<file path="src/rtl/unit_dispatch_seq_if.sv">
// Decode-to-dispatcher handshake: one decoded instruction class per valid/ready transfer.
interface unit_dispatch_seq_if;
  logic       ID_valid;
  logic       ID_ready;
  logic [2:0] ID_type;

  modport master (output ID_valid, output ID_type, input ID_ready);
  modport slave  (input ID_valid, input ID_type, output ID_ready);
endinterface

</file>
<file path="src/rtl/unit_dispatch_seq.sv">
// Dispatch sequencer: issues one start pulse per accepted instruction and holds
// further issue until the owning unit reports done, a timeout expires, or a flush.
module unit_dispatch_seq #(
  parameter int unsigned TIMEOUT_CYCLES = 255,
  parameter int unsigned CNT_W          = 8
) (
  input  logic                clk,
  input  logic                rst_n,
  unit_dispatch_seq_if.slave  id_if,
  input  logic                FLUSH,
  input  logic [4:0]          UNIT_DONE,
  output logic [4:0]          UNIT_START,
  output logic [4:0]          ACTIVE_UNIT,
  output logic                BUSY,
  output logic                COMPLETE,
  output logic                ILLEGAL,
  output logic                TIMEOUT
);

  typedef enum logic [1:0] {S_IDLE, S_ISSUE, S_WAIT} state_t;

  localparam bit               TO_EN    = (TIMEOUT_CYCLES != 0);
  localparam logic [CNT_W-1:0] CNT_LAST = CNT_W'(TIMEOUT_CYCLES - 1);

  state_t           state;
  logic [CNT_W-1:0] wait_cnt;
  logic [4:0]       type_onehot;
  logic             accept;
  logic             done_hit;
  logic             timeout_hit;

  // Unit bit order is {SCHED, DMA, JMP, STACK, ALU}; zero marks an illegal class.
  // NOTE: every always_comb output gets a default first so no path can infer a latch.
  always_comb begin
    type_onehot = '0;
    case (id_if.ID_type)
      3'b001:         type_onehot = 5'b00010;
      3'b010, 3'b011: type_onehot = 5'b00001;
      3'b100:         type_onehot = 5'b01000;
      3'b101:         type_onehot = 5'b10000;
      3'b111:         type_onehot = 5'b00100;
      default:        type_onehot = '0;
    endcase
  end

  assign id_if.ID_ready = rst_n && (state == S_IDLE) && !FLUSH;
  assign accept         = id_if.ID_valid && id_if.ID_ready;
  assign done_hit       = |(UNIT_DONE & ACTIVE_UNIT);
  assign timeout_hit    = TO_EN && (wait_cnt == CNT_LAST);

  // Start and busy are forced low while reset is held, before the state register settles.
  assign UNIT_START = (rst_n && !FLUSH && state == S_ISSUE) ? ACTIVE_UNIT : 5'b00000;
  assign BUSY       = rst_n && (state != S_IDLE);

  // NOTE: sequential state uses non-blocking assignments so every register samples pre-edge values.
  always_ff @(posedge clk) begin
    if (!rst_n) begin
      state       <= S_IDLE;
      ACTIVE_UNIT <= '0;
      wait_cnt    <= '0;
      COMPLETE    <= 1'b0;
      ILLEGAL     <= 1'b0;
      TIMEOUT     <= 1'b0;
    end else begin
      COMPLETE <= 1'b0;
      ILLEGAL  <= 1'b0;
      TIMEOUT  <= 1'b0;
      if (FLUSH) begin
        state       <= S_IDLE;
        ACTIVE_UNIT <= '0;
        wait_cnt    <= '0;
      end else begin
        case (state)
          S_IDLE: begin
            if (accept) begin
              if (|type_onehot) begin
                ACTIVE_UNIT <= type_onehot;
                state       <= S_ISSUE;
              end else begin
                ILLEGAL <= 1'b1;
              end
            end
          end
          S_ISSUE: begin
            wait_cnt <= '0;
            state    <= S_WAIT;
          end
          S_WAIT: begin
            // Done is checked first so it wins over a coincident timeout.
            if (done_hit) begin
              COMPLETE    <= 1'b1;
              ACTIVE_UNIT <= '0;
              state       <= S_IDLE;
            end else if (timeout_hit) begin
              TIMEOUT     <= 1'b1;
              ACTIVE_UNIT <= '0;
              state       <= S_IDLE;
            end else if (wait_cnt != '1) begin
              wait_cnt <= wait_cnt + CNT_W'(1);
            end
          end
          default: state <= S_IDLE;
        endcase
      end
    end
  end

endmodule
</file>
<file path="src/flat_wrapper.sv">
// flat-port wrapper written by rule: the top's interface ports become plain ports
module unit_dispatch_seq_flat 
#(
  parameter int unsigned TIMEOUT_CYCLES = 255,
  parameter int unsigned CNT_W          = 8
)
  (clk, rst_n, FLUSH, UNIT_DONE, UNIT_START, ACTIVE_UNIT, BUSY, COMPLETE, ILLEGAL, TIMEOUT, id_if_ID_valid, id_if_ID_type, id_if_ID_ready);
  unit_dispatch_seq_if id_if_i ();
  input  logic clk;
  input  logic rst_n;
  input  logic FLUSH;
  input  logic [4:0] UNIT_DONE;
  output logic [4:0] UNIT_START;
  output logic [4:0] ACTIVE_UNIT;
  output logic BUSY;
  output logic COMPLETE;
  output logic ILLEGAL;
  output logic TIMEOUT;
  input wire logic [$bits(id_if_i.ID_valid)-1:0] id_if_ID_valid;
  input wire logic [$bits(id_if_i.ID_type)-1:0] id_if_ID_type;
  output wire logic [$bits(id_if_i.ID_ready)-1:0] id_if_ID_ready;
  assign id_if_i.ID_valid = id_if_ID_valid;
  assign id_if_i.ID_type = id_if_ID_type;
  assign id_if_ID_ready = id_if_i.ID_ready;
  unit_dispatch_seq #(.TIMEOUT_CYCLES(TIMEOUT_CYCLES), .CNT_W(CNT_W)) u_core (.clk(clk), .rst_n(rst_n), .id_if(id_if_i), .FLUSH(FLUSH), .UNIT_DONE(UNIT_DONE), .UNIT_START(UNIT_START), .ACTIVE_UNIT(ACTIVE_UNIT), .BUSY(BUSY), .COMPLETE(COMPLETE), .ILLEGAL(ILLEGAL), .TIMEOUT(TIMEOUT));
endmodule
</file>
<file path="config.mk">
export PLATFORM = sky130hd
export DESIGN_NAME = unit_dispatch_seq_flat
export DESIGN_NICKNAME = d
export VERILOG_FILES = /design/src/rtl/unit_dispatch_seq_if.sv /design/src/rtl/unit_dispatch_seq.sv /design/src/flat_wrapper.sv
export SDC_FILE = /design/constraint.sdc
export NUM_CORES = 1
export LEC_CHECK = 0
export BUFFER_PORTS_ARGS = -buffer_cell sky130_fd_sc_hd__buf_2
export CAP_MARGIN = 0
export CORE_MARGIN = 1.5
export CORE_UTILIZATION = 40
export DETAILED_ROUTE_END_ITERATION = 8
export GPL_ROUTABILITY_DRIVEN = 1
export PLACE_DENSITY = 0.7
export REMOVE_ABC_BUFFERS = 1
export SETUP_SLACK_MARGIN = 0.02
export SYNTH_ARGS = -nofsm -noshare
export SYNTH_HDL_FRONTEND = slang
export SYNTH_SLANG_ARGS = --single-unit
export TNS_END_PERCENT = 30
</file>
<file path="constraint.sdc">
create_clock -name clk -period 2.08 [get_ports clk]
set_input_delay 0.416 -clock clk [delete_from_list [all_inputs] [get_ports clk]]
set_output_delay 0.416 -clock clk [all_outputs]
set_load 0.01 [all_outputs]
</file>
Yosys cells after proc, flatten, opt, wreduce, memory -nomap -nowiden
Index checks and enable logic that the tools add are counted.

word-level totals
  register bits = 18
  input bits = 12
  output and inout bits = 15
  word-level logic and storage cells = 68

operators by class
  $add $sub $neg = 1
  eq/ne operators = 16
  muxes and demuxes = 19
  bitwise logic cells = 5
  reduce and logical (&&, ||, !) cells = 21

operators by type and width
  kind                                                                      count
  5-bit 2-to-1 mux                                                          5
  5-bit one-hot mux with 5 select lines                                     1
  8-bit 2-to-1 mux                                                          3
  8-bit one-hot mux with 2 select lines                                     1
  5-bit one-hot mux with 2 select lines                                     1
  5-bit OR reduction                                                        2
  3-bit equality test (second input constant)                               3
  8-bit by 1-bit adder with 8-bit output (second input constant)            1
  8-bit equality test (second input constant)                               1
  2-bit 2-to-1 mux                                                          4
  8-bit inequality test (second input constant)                             1
  4-bit AND reduction                                                       2
  8-bit OR reduction                                                        1
  3-bit by 2-bit equality test with 1-bit output (second input constant)    2
  1-bit logical AND                                                         6
  2-bit inequality test (second input constant)                             3
  2-bit one-hot mux with 3 select lines                                     1
  2-bit nonzero test                                                        3
  5-bit AND                                                                 1
  2-bit by 1-bit inequality test with 1-bit output (second input constant)  2
  1-bit NOT                                                                 4
  2-bit OR reduction                                                        2
  4-bit OR reduction                                                        1
  3-bit by 1-bit equality test with 1-bit output (second input constant)    1
  other kinds (8)                                                           10

Longest topological paths before layout
Gate-level depths: netlist of run 1.

  depth in word-level cells = 7
  depth in mapped cells = 5
  gate-level depth less buffers = 5

Least setup slack after synthesis of run 1
Ideal clock, no wire load.

  kind = input -> register
  from = in UNIT_DONE[0]
  to = reg u_core.wait_cnt[3]
  setup time = 0.070 ns
  arrival = 1.674 ns
  slack = 0.336 ns
  cell stages on the path = 4
  path through = a222oi_1 > nand3_2 > or4_1 > a21boi_1

between the ends
  longest elaborated chain between the ends = 4

ends and longest elaborated chain
  what                             RTL line                 RTL
  from (decl)                      flat_wrapper.sv:12       input logic [4:0] UNIT_DONE;
  5-bit AND                        unit_dispatch_seq.sv:48  assign done_hit = |(UNIT_DONE & ACTIVE_UNIT);
  5-bit OR reduction               unit_dispatch_seq.sv:48
  2-bit inequality test (no line)  -
  4-bit AND reduction (no line)    -
  to (signal assigned)             unit_dispatch_seq.sv:99  wait_cnt <= wait_cnt + CNT_W'(1);
  to (decl)                        unit_dispatch_seq.sv:26  logic [CNT_W-1:0] wait_cnt;

No other way between the ends.
A chain may end at the register's enable or synchronous reset.

Worst setup path after layout of run 1
  from = reg u_core.ACTIVE_UNIT[0]
  to = reg u_core.wait_cnt[3]

between the ends
  longest elaborated chain between the ends = 4

ends and longest elaborated chain
  what                             RTL line                 RTL
  from (decl)                      unit_dispatch_seq.sv:13  output logic [4:0] ACTIVE_UNIT,
  from (signal assigned)           unit_dispatch_seq.sv:77  ACTIVE_UNIT <= type_onehot;
  5-bit AND                        unit_dispatch_seq.sv:48
  5-bit OR reduction               unit_dispatch_seq.sv:48
  2-bit inequality test (no line)  -
  4-bit AND reduction (no line)    -

No other way between the ends.

==> qor.tcl, run 1 <==
set qor(run_status) {finished clean}
set qor(n_antenna_cell) 0
set qor(critPathLaunchType) {flip-flop}
set qor(root_buffer) {clkbuf_4}
set qor(p_leak_nw) 0.5330
set qor(yosys_warning_total) 0
set qor(setup.worst_path.end_class) {flip-flop}
set qor(drc_errors) 0
set qor(gpl.final_weighted_congestion) 0.8335
set qor(multi_input_comb_area_sq_um) 550.5
set qor(fp.dieArea_sq_mm) 0.002666
set qor(hp-start) {id_if_ID_type[0]}
set qor(pre_cts_ws_ns) 0.1035
set qor(grt_pass1_wl_microns) 3353
set qor(postCtsHoldBufs) 0
set qor(finish.net_count) 152
set qor(rr_worst_depth) 4
set qor(finalMaxSlewViolations) 0
set qor(finalSetupTns_ns) 0
set qor(maximum_root_to_sink_buffer_count) 2
set qor(critical_path.reg2reg.startpoint) {u_core.ACTIVE_UNIT[0]}
set qor(synthesis.area_sq_um) 945.9
set qor(tritoncts) {done}
set qor(critical_path_arrival_ns) 2.03
set qor(areaGrowthSynthToFinish_pct) 21.56
set qor(die-height_microns) 51.63
set qor(top_level_ports) 27
set qor(setup_viol_count_final) 0
set qor(peakVddDrop_v) 0.0004132
set qor(number_of_antenna_violations_at_the_first_check_in_global_routing) 0
set qor(tightestPinTransition_ns) 0.5081
set qor(timing.final.crit_period_ns) 1.808
set qor(io_buffer_count) 26
set qor(totalWireLength_microns) 2045
set qor(whs_endpoint) {u_core.ILLEGAL}
set qor(postSynthCellCount) 109
set qor(power_density_mw_per_mm2) 542.1
set qor(grt_setup_unrepaired) {no}
set qor(drtPass1Iterations) 4
set qor(timing.slew.headroom) 0.6600
set qor(layout-drive-gt1-share) 0.2701
set qor(final_critical_path_setup_slack_ns) 0.2717
set qor(core.rowCount) 17
set qor(route.detailed.vias_per_inst) 5.333
set qor(timing.hold.worst_path_depth) 2
set qor(timing_hold_violations_final) 0
set qor(timing_worst_setup_path_type) {flip-flop to flip-flop}
set qor(cts.repair_timing.setup_buffer_count) 0
set qor(holdCritPathClass) {input port to flip-flop}
set qor(worstPathMaxFanout) 7
set qor(postSynthRegisterBits) 18
set qor(grt_max_degree) 12
set qor(worst-endpoint-required_ns) 2.31
set qor(dp.final_hpwl_microns) 1581
set qor(yosysUniqueCellTypes) 36
set qor(cts.htree.levels) 1
set qor(seq_area_frac_synth) 0.3810
set qor(seqCellArea_sq_um) 360.3
set qor(maxCapViolCount) 0
set qor(floorplan.core_area_sq_mm) 0.002212
set qor(tritoncts.num_buffers) 3
set qor(detailroute.via_count) 880
set qor(routedWlPerCell_microns) 12.39
set qor(gr-total-overflow) 0
set qor(reg2reg_to) {u_core.wait_cnt[3]}
set qor(antenna_left) 0
set qor(num-fill-cells) 230
set qor(initialDrtViolationCount) 9
set qor(synth_area_per_cell_sq_um) 8.678
set qor(clkSlewWorstSetupHoldPaths_ns) 0.10
set qor(max_freq_ghz) 0.5530
set qor(start_util) 0.4276
set qor(final_min_period_over_clock_period) 0.8694
set qor(regToRegSetupSlack_ns) 0.27
set qor(clkLatencyLatePin_ns) 0.29
set qor(cts.sinks) 18
set qor(grt_pass1_vias) 783
set qor(global_router_s_overall_resource_usage) 0.1689
set qor(cts-resized-gates) 0
set qor(floorplan.die.width_microns) 51.63
set qor(clock_skew_ns) 0.007367
-- report_power, final --
part           internal, mW  total (mW)  switching, mW
combinational        0.0262      0.0598         0.0335
clock                 0.107       0.214          0.107
sequential            0.347       0.350        0.00279
-- cells in the final DEF (no fill, tap or decap), types with 2 or more instances in the layout --
master / netlist / layout
nor2_1: 5 / 5
dfxtp_1: 18 / 18
buf_4: 0 / 3
or3_1: 3 / 3
nand4_1: 3 / 3
buf_2: 1 / 26
nand3_1: 3 / 3
mux2i_1: 7 / 7
o31ai_1: 4 / 4
nor3_1: 5 / 5
and3_1: 7 / 7
clkbuf_4: 0 / 3
nor2b_1: 3 / 3
and3_2: 2 / 2
inv_1: 4 / 4
nand2_1: 13 / 13
a21oi_1: 2 / 2
ha_1: 2 / 2
nand3b_1: 2 / 2
o211ai_1: 4 / 4
-- state kept, by name (all words and copies together) (netlist names) --
register            count
u_core.wait_cnt         8
u_core.state            2
u_core.COMPLETE         1
u_core.ACTIVE_UNIT      5
u_core.ILLEGAL          1
u_core.TIMEOUT          1
-- worst max-delay path: stages, from the launching register on --
cell,delay (ns)
dfxtp_1,0.34
a222oi_1,0.50
nand3_2,0.22
or4_1,0.54
a21boi_1,0.14
-- cell usage after synthesis --
library cell / n / share of area
inv_1: 4 / 0.016
nand3b_1: 2 / 0.016
nor2_1: 5 / 0.020
ha_1: 2 / 0.026
o31ai_1: 4 / 0.032
a221oi_2: 1 / 0.016
nand4_1: 3 / 0.020
o32ai_1: 1 / 0.0093
nor2b_1: 3 / 0.020
or4_1: 1 / 0.0079
a21oi_1: 2 / 0.011
a221o_1: 1 / 0.011
nor3_1: 5 / 0.026
and3_1: 7 / 0.046
and3_2: 2 / 0.016
o211ai_1: 4 / 0.032
a22oi_1: 1 / 0.0079
nand2_1: 13 / 0.052
and2_1: 1 / 0.0066
nand3_2: 1 / 0.011
a222oi_1: 1 / 0.011
o211a_1: 1 / 0.011
nand4b_1: 1 / 0.0093
o311ai_0: 1 / 0.0093
or3_1: 3 / 0.020
a41o_1: 1 / 0.011
o21a_1: 1 / 0.0079
nand3_1: 3 / 0.016
dfxtp_1: 18 / 0.38
mux2i_1: 7 / 0.074
xor2_1: 1 / 0.0093
o21ai_0: 1 / 0.0053
clkbuf_1: 4 / 0.016
nand2b_1: 1 / 0.0066
buf_2: 1 / 0.0053
a21boi_1: 1 / 0.0079
-- worst max path at each step --
stage / end / from / cells past startpoint / slack [ns]
final: u_core.wait_cnt[3] / u_core.ACTIVE_UNIT[0] / 4 / 0.27
after global routing: u_core.wait_cnt[3] / u_core.ACTIVE_UNIT[0] / 4 / 0.13
after CTS: u_core.wait_cnt[3] / u_core.ACTIVE_UNIT[0] / 4 / 0.27
after detailed placement: u_core.wait_cnt[3] / UNIT_DONE[0] / 5 / 0.10
after global placement: u_core.wait_cnt[3] / UNIT_DONE[0] / 5 / 0.13
after floorplan: u_core.wait_cnt[3] / UNIT_DONE[0] / 4 / 0.34
-- cell families (layout without fill, tap and decap cells) --
family / count (synthesis) / after routing / share of synthesized area
AND/OR/NAND/NOR: 51 / 51 / 0.2923
buffers and inverters: 9 / 37 / 0.03702
adder cells (fa/ha/maj): 2 / 2 / 0.02645
XOR/XNOR: 1 / 1 / 0.009261
AO/OA/AOI/OAI: 21 / 21 / 0.1799
flip-flops: 18 / 18 / 0.3810
multiplexers: 7 / 7 / 0.07408
-- cell type report --
cell class	instances	area share
clock buffers	4	0.03156
inverters	4	0.01306
well taps	28	0.03047
flip-flops and latches	18	0.3134
multi-input cells	82	0.4788
repair buffers	29	0.1328
-- per-layer routing --
layer | share of wire | global-route usage
met1 | 0.46 | 0.2018
met2 | 0.50 | 0.3013
met3 | 0.032 | 0.02586
met4 | 0 | 0.06579
met5 | 0 | 0
-- per-stage QoR --
step	cells	util	area (sq um)	hold slack [ns]	power, mW
6_report	165	0.5198	1150	0.3826	0.6234
5_1_grt	165	0.5198	1150	0.3896	0.6549
4_1_cts	165	0.5198	1150	0.3708	0.6368
3_5_place_dp	161	0.5034	1114	0.4786	0.4174
3_3_place_gp	161	0.5034	1114	0.4737	0.4165
2_1_floorplan	104	-	925.9	0.4599	0.3887
(Power assumes the default switching activity.)
==> run 2, diff against run 1 <==
--- a/config.mk
+++ b/config.mk
@@ -10,11 +10,10 @@
 export CORE_MARGIN = 1.5
 export CORE_UTILIZATION = 40
 export DETAILED_ROUTE_END_ITERATION = 8
-export GPL_ROUTABILITY_DRIVEN = 1
+export GPL_ROUTABILITY_DRIVEN = 0
 export PLACE_DENSITY = 0.7
 export REMOVE_ABC_BUFFERS = 1
 export SETUP_SLACK_MARGIN = 0.02
 export SYNTH_ARGS = -nofsm -noshare
 export SYNTH_HDL_FRONTEND = slang
 export SYNTH_SLANG_ARGS = --single-unit
-export TNS_END_PERCENT = 30
==> constraint.sdc (replaced) <==
create_clock -name clk -period 2.3 [get_ports clk]
set_input_delay 0.46 -clock clk [delete_from_list [all_inputs] [get_ports clk]]
set_output_delay 0.46 -clock clk [all_outputs]
set_load 0.01 [all_outputs]
==> run 2 against run 1 <==
- routed wire length increased by 2.2%
- global-route usage grew 0.60 points
- fmax fell by 1.2%
- combinational power shrank 11%
- die area unchanged
- via count grew 2.5%
- cell count down 1.2%
- first-iteration DRC count grew 120%
- critical endpoint unchanged
==> qor.tcl, run 2 (synthesis results as in run 1) <==
set qor(run_status) {finished clean}
set qor(grt_pass1_wl_microns) 3608
set qor(max_freq_ghz) 0.5465
set qor(crit_slowest_cell) {or4_1}
set qor(finish.net_count) 151
set qor(rr_worst_depth) 4
set qor(final_critical_path_setup_slack_ns) 0.4702
set qor(largest_register_ffs) 8
set qor(gr-total-overflow) 0
set qor(die-height_microns) 51.63
set qor(floorplan.die.width_microns) 51.63
set qor(maximum_root_to_sink_buffer_count) 2
set qor(commonest_non_fill_non_tap_cells_in_the_layout) {buf_2 (26), dfxtp_1 (18), nand2_1 (13)}
set qor(cts.repair_timing.setup_buffer_count) 0
set qor(top_level_ports) 27
set qor(worstPathBufferInverterCount) 0
set qor(fp.dieArea_sq_mm) 0.002666
set qor(drtPass1Iterations) 4
set qor(crit_path_end) {u_core.wait_cnt[3]}
set qor(worstSetupPathDepth) 4
set qor(areaGrowthSynthToFinish_pct) 19.31
set qor(core.rowCount) 17
set qor(peakVddDrop_v) 0.0002458
set qor(grt_pass1_vias) 838
set qor(timing_hold_violations_final) 0
set qor(holdCritPathClass) {input port to flip-flop}
set qor(pre_cts_ws_ns) 0.2680
set qor(floorplan.core_area_sq_mm) 0.002212
set qor(global_router_s_overall_resource_usage) 0.1749
set qor(critical_path_arrival_ns) 2.05
set qor(grt_max_degree) 13
set qor(cts.sinks) 18
set qor(critPathLaunch) {u_core.ACTIVE_UNIT[0]}
set qor(io_buffer_count) 26
set qor(tritoncts.num_buffers) 3
set qor(regToRegSetupSlack_ns) 0.47
set qor(clock_skew_ns) 0.01040
set qor(postCtsHoldBufs) 0
set qor(mostFrequentLayoutCell) {buf_2}
set qor(dp.final_hpwl_microns) 1594
set qor(top_register_by_number_of_flip_flops) {u_core.wait_cnt}
set qor(start_util) 0.4276
set qor(detailroute.via_count) 902
set qor(number_of_antenna_violations_at_the_first_check_in_global_routing) 0
set qor(tritoncts) {done}
set qor(cts-resized-gates) 0
set qor(p_leak_nw) 0.5213
set qor(root_buffer) {clkbuf_4}
set qor(maxCapViolCount) 0
set qor(grt_setup_unrepaired) {no}
set qor(reg_top3) {u_core.wait_cnt (8), u_core.ACTIVE_UNIT (5), u_core.state (2)}
set qor(power_density_mw_per_mm2) 458.7
set qor(final_min_period_over_clock_period) 0.7956
set qor(reg2reg_to) {u_core.wait_cnt[3]}
set qor(crit_family) {simple AND/OR/NAND/NOR gates}
set qor(critical_path.reg2reg.startpoint) {u_core.ACTIVE_UNIT[0]}
set qor(timing.slew.headroom) 0.6553
set qor(totalWireLength_microns) 2089
set qor(worstPathMaxFanout) 7
set qor(finalMaxSlewViolations) 0
set qor(setup.worst_path.end_class) {flip-flop}
set qor(worst-endpoint-required_ns) 2.52
set qor(tightestPinTransition_ns) 0.5152
set qor(n_antenna_cell) 0
set qor(finalSetupTns_ns) 0
set qor(route.detailed.vias_per_inst) 5.534
set qor(setup_viol_count_final) 0
set qor(worstPathCellList) {a222oi_1 > nand3_2 > or4_1 > a21boi_1}
set qor(antenna_left) 0
set qor(cts.htree.levels) 1
set qor(initialDrtViolationCount) 20
set qor(timing.final.crit_period_ns) 1.830
set qor(critical_path.max_stage_delay_ns) 0.55
set qor(timing_worst_setup_path_type) {flip-flop to flip-flop}
set qor(critPathLaunchType) {flip-flop}
set qor(routedWlPerCell_microns) 12.82
set qor(clkSlewWorstSetupHoldPaths_ns) 0.10
set qor(clkLatencyLatePin_ns) 0.28
set qor(drc_errors) 0
set qor(layout-drive-gt1-share) 0.2593
run 2: cell type report:
cell class / count / area, sq um
inverter: 4 / 15.01
timing repair buffer: 28 / 145.1
fill: 232 / 1084
sequential: 18 / 360.3
multi-input combinational: 82 / 550.5
tap: 28 / 35.03
clock buffer: 3 / 22.52
run 2: worst reg2reg max path, stage by stage (launching register included):
cell and delay (ns):
dfxtp_1 0.35, a222oi_1 0.50, nand3_2 0.23, or4_1 0.55, a21boi_1 0.14
run 2: stage by stage:
step                total power [mW]  instances  hold WS [ns]    util  cell area, sq um
floorplan                     0.3515        104        0.4599       -             925.9
global placement              0.3753        160        0.4730  0.5000              1106
global route                  0.5467        163        0.4281  0.5102              1129
finish                        0.5177        163        0.4307  0.5102              1129
CTS                           0.5232        163        0.4250  0.5102              1129
detailed placement            0.3764        160        0.4861  0.5000              1106
run 2: how the worst min path moves through the flow:
stage,start,endpoint,slack [ns],cells past startpoint
after detailed placement,u_core.wait_cnt[3],u_core.wait_cnt[3],0.49,2
final,id_if_ID_type[0],u_core.ILLEGAL,0.43,2
after global routing,id_if_ID_type[0],u_core.ILLEGAL,0.43,2
after global placement,u_core.ACTIVE_UNIT[4],u_core.ACTIVE_UNIT[4],0.47,2
after CTS,id_if_ID_type[0],u_core.ILLEGAL,0.43,2
after floorplan,u_core.wait_cnt[3],u_core.wait_cnt[3],0.46,2
run 2: where the power goes:
part / leakage, nW / total (mW) / switching [mW] / internal, mW
registers: 0.145 / 0.316 / 0.00260 / 0.314
logic: 0.362 / 0.0531 / 0.0305 / 0.0226
clock network: 0.0138 / 0.148 / 0.0875 / 0.0607
run 2: per-layer routing:
layer / wire length [microns] / up-vias / track usage
li1: - / 460 / -
met1: 972 / 427 / 0.2175
met2: 1057 / 15 / 0.3098
met3: 60 / 0 / 0.02586
met4: 0 / 0 / 0.05263
met5: 0 / - / 0
==> run 3, diff against run 2 <==
--- a/config.mk
+++ b/config.mk
@@ -5,13 +5,14 @@
 export SDC_FILE = /design/constraint.sdc
 export NUM_CORES = 1
 export LEC_CHECK = 0
+export ABC_AREA = 1
 export BUFFER_PORTS_ARGS = -buffer_cell sky130_fd_sc_hd__buf_2
 export CAP_MARGIN = 0
 export CORE_MARGIN = 1.5
 export CORE_UTILIZATION = 40
 export DETAILED_ROUTE_END_ITERATION = 8
 export GPL_ROUTABILITY_DRIVEN = 0
-export PLACE_DENSITY = 0.7
+export PLACE_DENSITY = 0.68
 export REMOVE_ABC_BUFFERS = 1
 export SETUP_SLACK_MARGIN = 0.02
 export SYNTH_ARGS = -nofsm -noshare
==> constraint.sdc (replaced) <==
create_clock -name clk -period 1.7 [get_ports clk]
set_input_delay 0.34 -clock clk [delete_from_list [all_inputs] [get_ports clk]]
set_output_delay 0.34 -clock clk [all_outputs]
set_load 0.01 [all_outputs]
==> run 3 against run 2 <==
- final area grew 23%
- sequential share of layout area down 6.0 points
- clock-buffer cell count is 1 higher
- via count increased by 27%
- worst setup slack lost 0.33 ns
- first-iteration DRC count increased by 140%
- cell count rose by 45%
- sequential power rose by 37%
- global-route usage is 0.36 points lower
- clock power up 78%
==> qor.tcl, run 3 <==
set qor(commonest_non_fill_non_tap_cells_in_the_layout) {nand2_1 (43), nor2_1 (27), buf_2 (26)}
set qor(postSynthRegisterBits) 18
set qor(max_freq_ghz) 0.6403
set qor(largest_register_ffs) 8
set qor(tightestPinTransition_ns) 0.3157
set qor(layout-drive-gt1-share) 0.2621
set qor(cts.htree.levels) 1
set qor(yosys_most_used_dff) {dfxtp_1}
set qor(cts.repair_timing.setup_buffer_count) 0
set qor(die-height_microns) 57.00
set qor(p_leak_nw) 0.7144
set qor(synth_area_per_cell_sq_um) 6.664
set qor(maximum_root_to_sink_buffer_count) 2
set qor(number_of_antenna_violations_at_the_first_check_in_global_routing) 0
set qor(wirelength_met1_microns) 1223
set qor(switchingPower_uw) 206.2
set qor(io_buffer_count) 26
set qor(synth-edff-count) 0
set qor(setup_viol_count_final) 0
set qor(start_util) 0.4229
set qor(totalWireLength_microns) 2518
set qor(drc_errors) 0
set qor(timing_worst_setup_path_type) {flip-flop to output port}
set qor(power_density_mw_per_mm2) 577.0
set qor(top_register_by_number_of_flip_flops) {u_core.wait_cnt}
set qor(list_of_most_frequent_post_synthesis_cells) {nand2_1 (44), nor2_1 (28), inv_1 (24)}
set qor(synthesis.area_sq_mm) 0.001166
set qor(route.detailed.vias_per_inst) 4.840
set qor(grt_max_degree) 12
set qor(run_status) {finished clean}
set qor(floorplan.die.width_microns) 57.00
set qor(worst-endpoint-required_ns) 1.36
set qor(fp.dieArea_sq_mm) 0.003248
set qor(clkLatencyLatePin_ns) 0.29
set qor(postCtsHoldBufs) 0
set qor(finalMaxSlewViolations) 0
set qor(finish.cell_count_without_fillers) 237
set qor(ys_async_sr_fraction) 0
set qor(areaGrowthSynthToFinish_pct) 19.42
set qor(met3RoutedLength_microns) 94
set qor(grt_pass1_wl_microns) 4519
set qor(timing.final.crit_period_ns) 1.562
set qor(clkSlewWorstSetupHoldPaths_ns) 0.10
set qor(share_of_power_burned_in_combinational_logic) 0.134
set qor(core.rowCount) 19
set qor(postSynthCellCount) 175
set qor(peakVddDrop_v) 0.0003692
set qor(internal-power_uw) 597.3
set qor(synth_most_common_cell) {nand2_1}
set qor(worstPathMaxFanout) 5
set qor(drtPass1Iterations) 4
set qor(synth_largest_type_area_fraction) 0.3090
set qor(cts.sinks) 18
set qor(switching_part_of_the_total) 0.2567
set qor(met2_length_microns) 1164
set qor(root_buffer) {clkbuf_4}
set qor(tritoncts.num_buffers) 3
set qor(worstPathCellList) {inv_2 > nand2_2 > inv_2 > nand2_2 > nor2_1 > buf_2}
set qor(tritoncts) {done}
set qor(pre_cts_ws_ns) 0.1600
set qor(dp.final_hpwl_microns) 1950
set qor(global_router_s_overall_resource_usage) 0.1713
set qor(cts-resized-gates) 1
set qor(detailroute.via_count) 1147
set qor(critical_path.max_stage_delay_ns) 0.34
set qor(critPathLaunchType) {flip-flop}
set qor(mostFrequentLayoutCell) {nand2_1}
set qor(grt_setup_unrepaired) {no}
set qor(routedWlPerCell_microns) 10.62
set qor(floorplan.core_area_sq_mm) 0.002758
set qor(placedCellCount) 233
set qor(timing.slew.headroom) 0.7887
set qor(yosys_warning_total) 0
set qor(setup.worst_path.end_class) {output port}
set qor(top_level_ports) 27
set qor(yosys.area.top_type) {dfxtp_1}
set qor(critical_path_arrival_ns) 1.22
set qor(gr-total-overflow) 0
set qor(route.top_layer_used) {met4}
set qor(final_critical_path_setup_slack_ns) 0.1382
set qor(antenna_left) 0
set qor(reg_top3) {u_core.wait_cnt (8), u_core.ACTIVE_UNIT (5), u_core.state (2)}
set qor(clock_skew_ns) 0.002726
set qor(timing_hold_violations_final) 0
set qor(seq_area_frac_synth) 0.3090
set qor(holdCritPathClass) {input port to flip-flop}
set qor(finish.net_count) 221
set qor(clock_power_share) 0.329
set qor(yosysUniqueCellTypes) 25
set qor(ys_top_cells_by_area) {dfxtp_1 (31%), nand2_1 (14%), nor2_1 (9.0%)}
set qor(finalSetupTns_ns) 0
set qor(maxCapViolCount) 0
set qor(n_antenna_cell) 0
set qor(initialDrtViolationCount) 48
set qor(final_min_period_over_clock_period) 0.9187
set qor(grt_pass1_vias) 1086
set qor(crit_slowest_cell) {dfxtp_1}
set qor(seq_power_share) 0.538
-- run 3: stage by stage --
| stage | utilization | cell area (sq um) | hold WS (ns) | power [mW] |
|---|---|---|---|---|
| CTS | 0.5018 | 1384 | 0.3231 | 0.8200 |
| detailed placement | 0.4882 | 1346 | 0.4928 | 0.5478 |
| global placement | 0.4882 | 1346 | 0.4891 | 0.5473 |
| finish | 0.5050 | 1393 | 0.3325 | 0.8035 |
| global route | 0.5050 | 1393 | 0.3595 | 0.8454 |
| floorplan | - | 1155 | 0.4590 | 0.5091 |
-- run 3: power by group through the flow --
stage	sequential (mW)	clock [mW]	combinational, mW
after floorplan	0.443	0	0.0663
after detailed placement	0.442	0	0.106
after global placement	0.441	0	0.106
after global routing	0.433	0.291	0.122
final	0.432	0.264	0.107
after CTS	0.432	0.281	0.107
-- run 3: worst max-delay path: cells and delay by family, from the launching register on --
| family | cells | cell delay (ns) |
|---|---|---|
| flip-flops | 1 | 0.34 |
| AND/OR/NAND/NOR | 3 | 0.26 |
| buffers and inverters | 3 | 0.31 |
-- run 3: cell families after synthesis --
family / share of synthesized area
buffers and inverters: 0.09335
adders and majority gates: 0.02146
DFF: 0.3090
and+or+nand+nor: 0.4957
AOI/OAI and AO/OA: 0.06546
xor gates and xnor gates: 0.01502
-- run 3: metal layers --
layer	vias to the layer above	track usage
li1	618	-
met3	5	0.02268
met4	0	0.06645
met1	495	0.2222
met2	29	0.2890
met5	-	0
-- run 3: path summary, 6_finish.rpt --
path / endpoint / slack (ns) / startpoint / depth (start not counted)
min: u_core.state[0] / 0.33 / id_if_ID_valid / 3
max reg2reg: u_core.wait_cnt[3] / 0.27 / u_core.wait_cnt[0] / 9
min reg2reg: u_core.wait_cnt[3] / 0.50 / u_core.wait_cnt[3] / 2
max: UNIT_START[2] / 0.14 / u_core.state[1] / 6
-- run 3: area by class of cell --
type	count	area (sq um)
Tap cell	31	38.79
Timing Repair Buffer	29	152.6
Inverter	26	97.59
Sequential cell	18	361.6
Fill cell	282	1365
Clock buffer	4	36.28
Multi-Input combinational cell	129	705.7
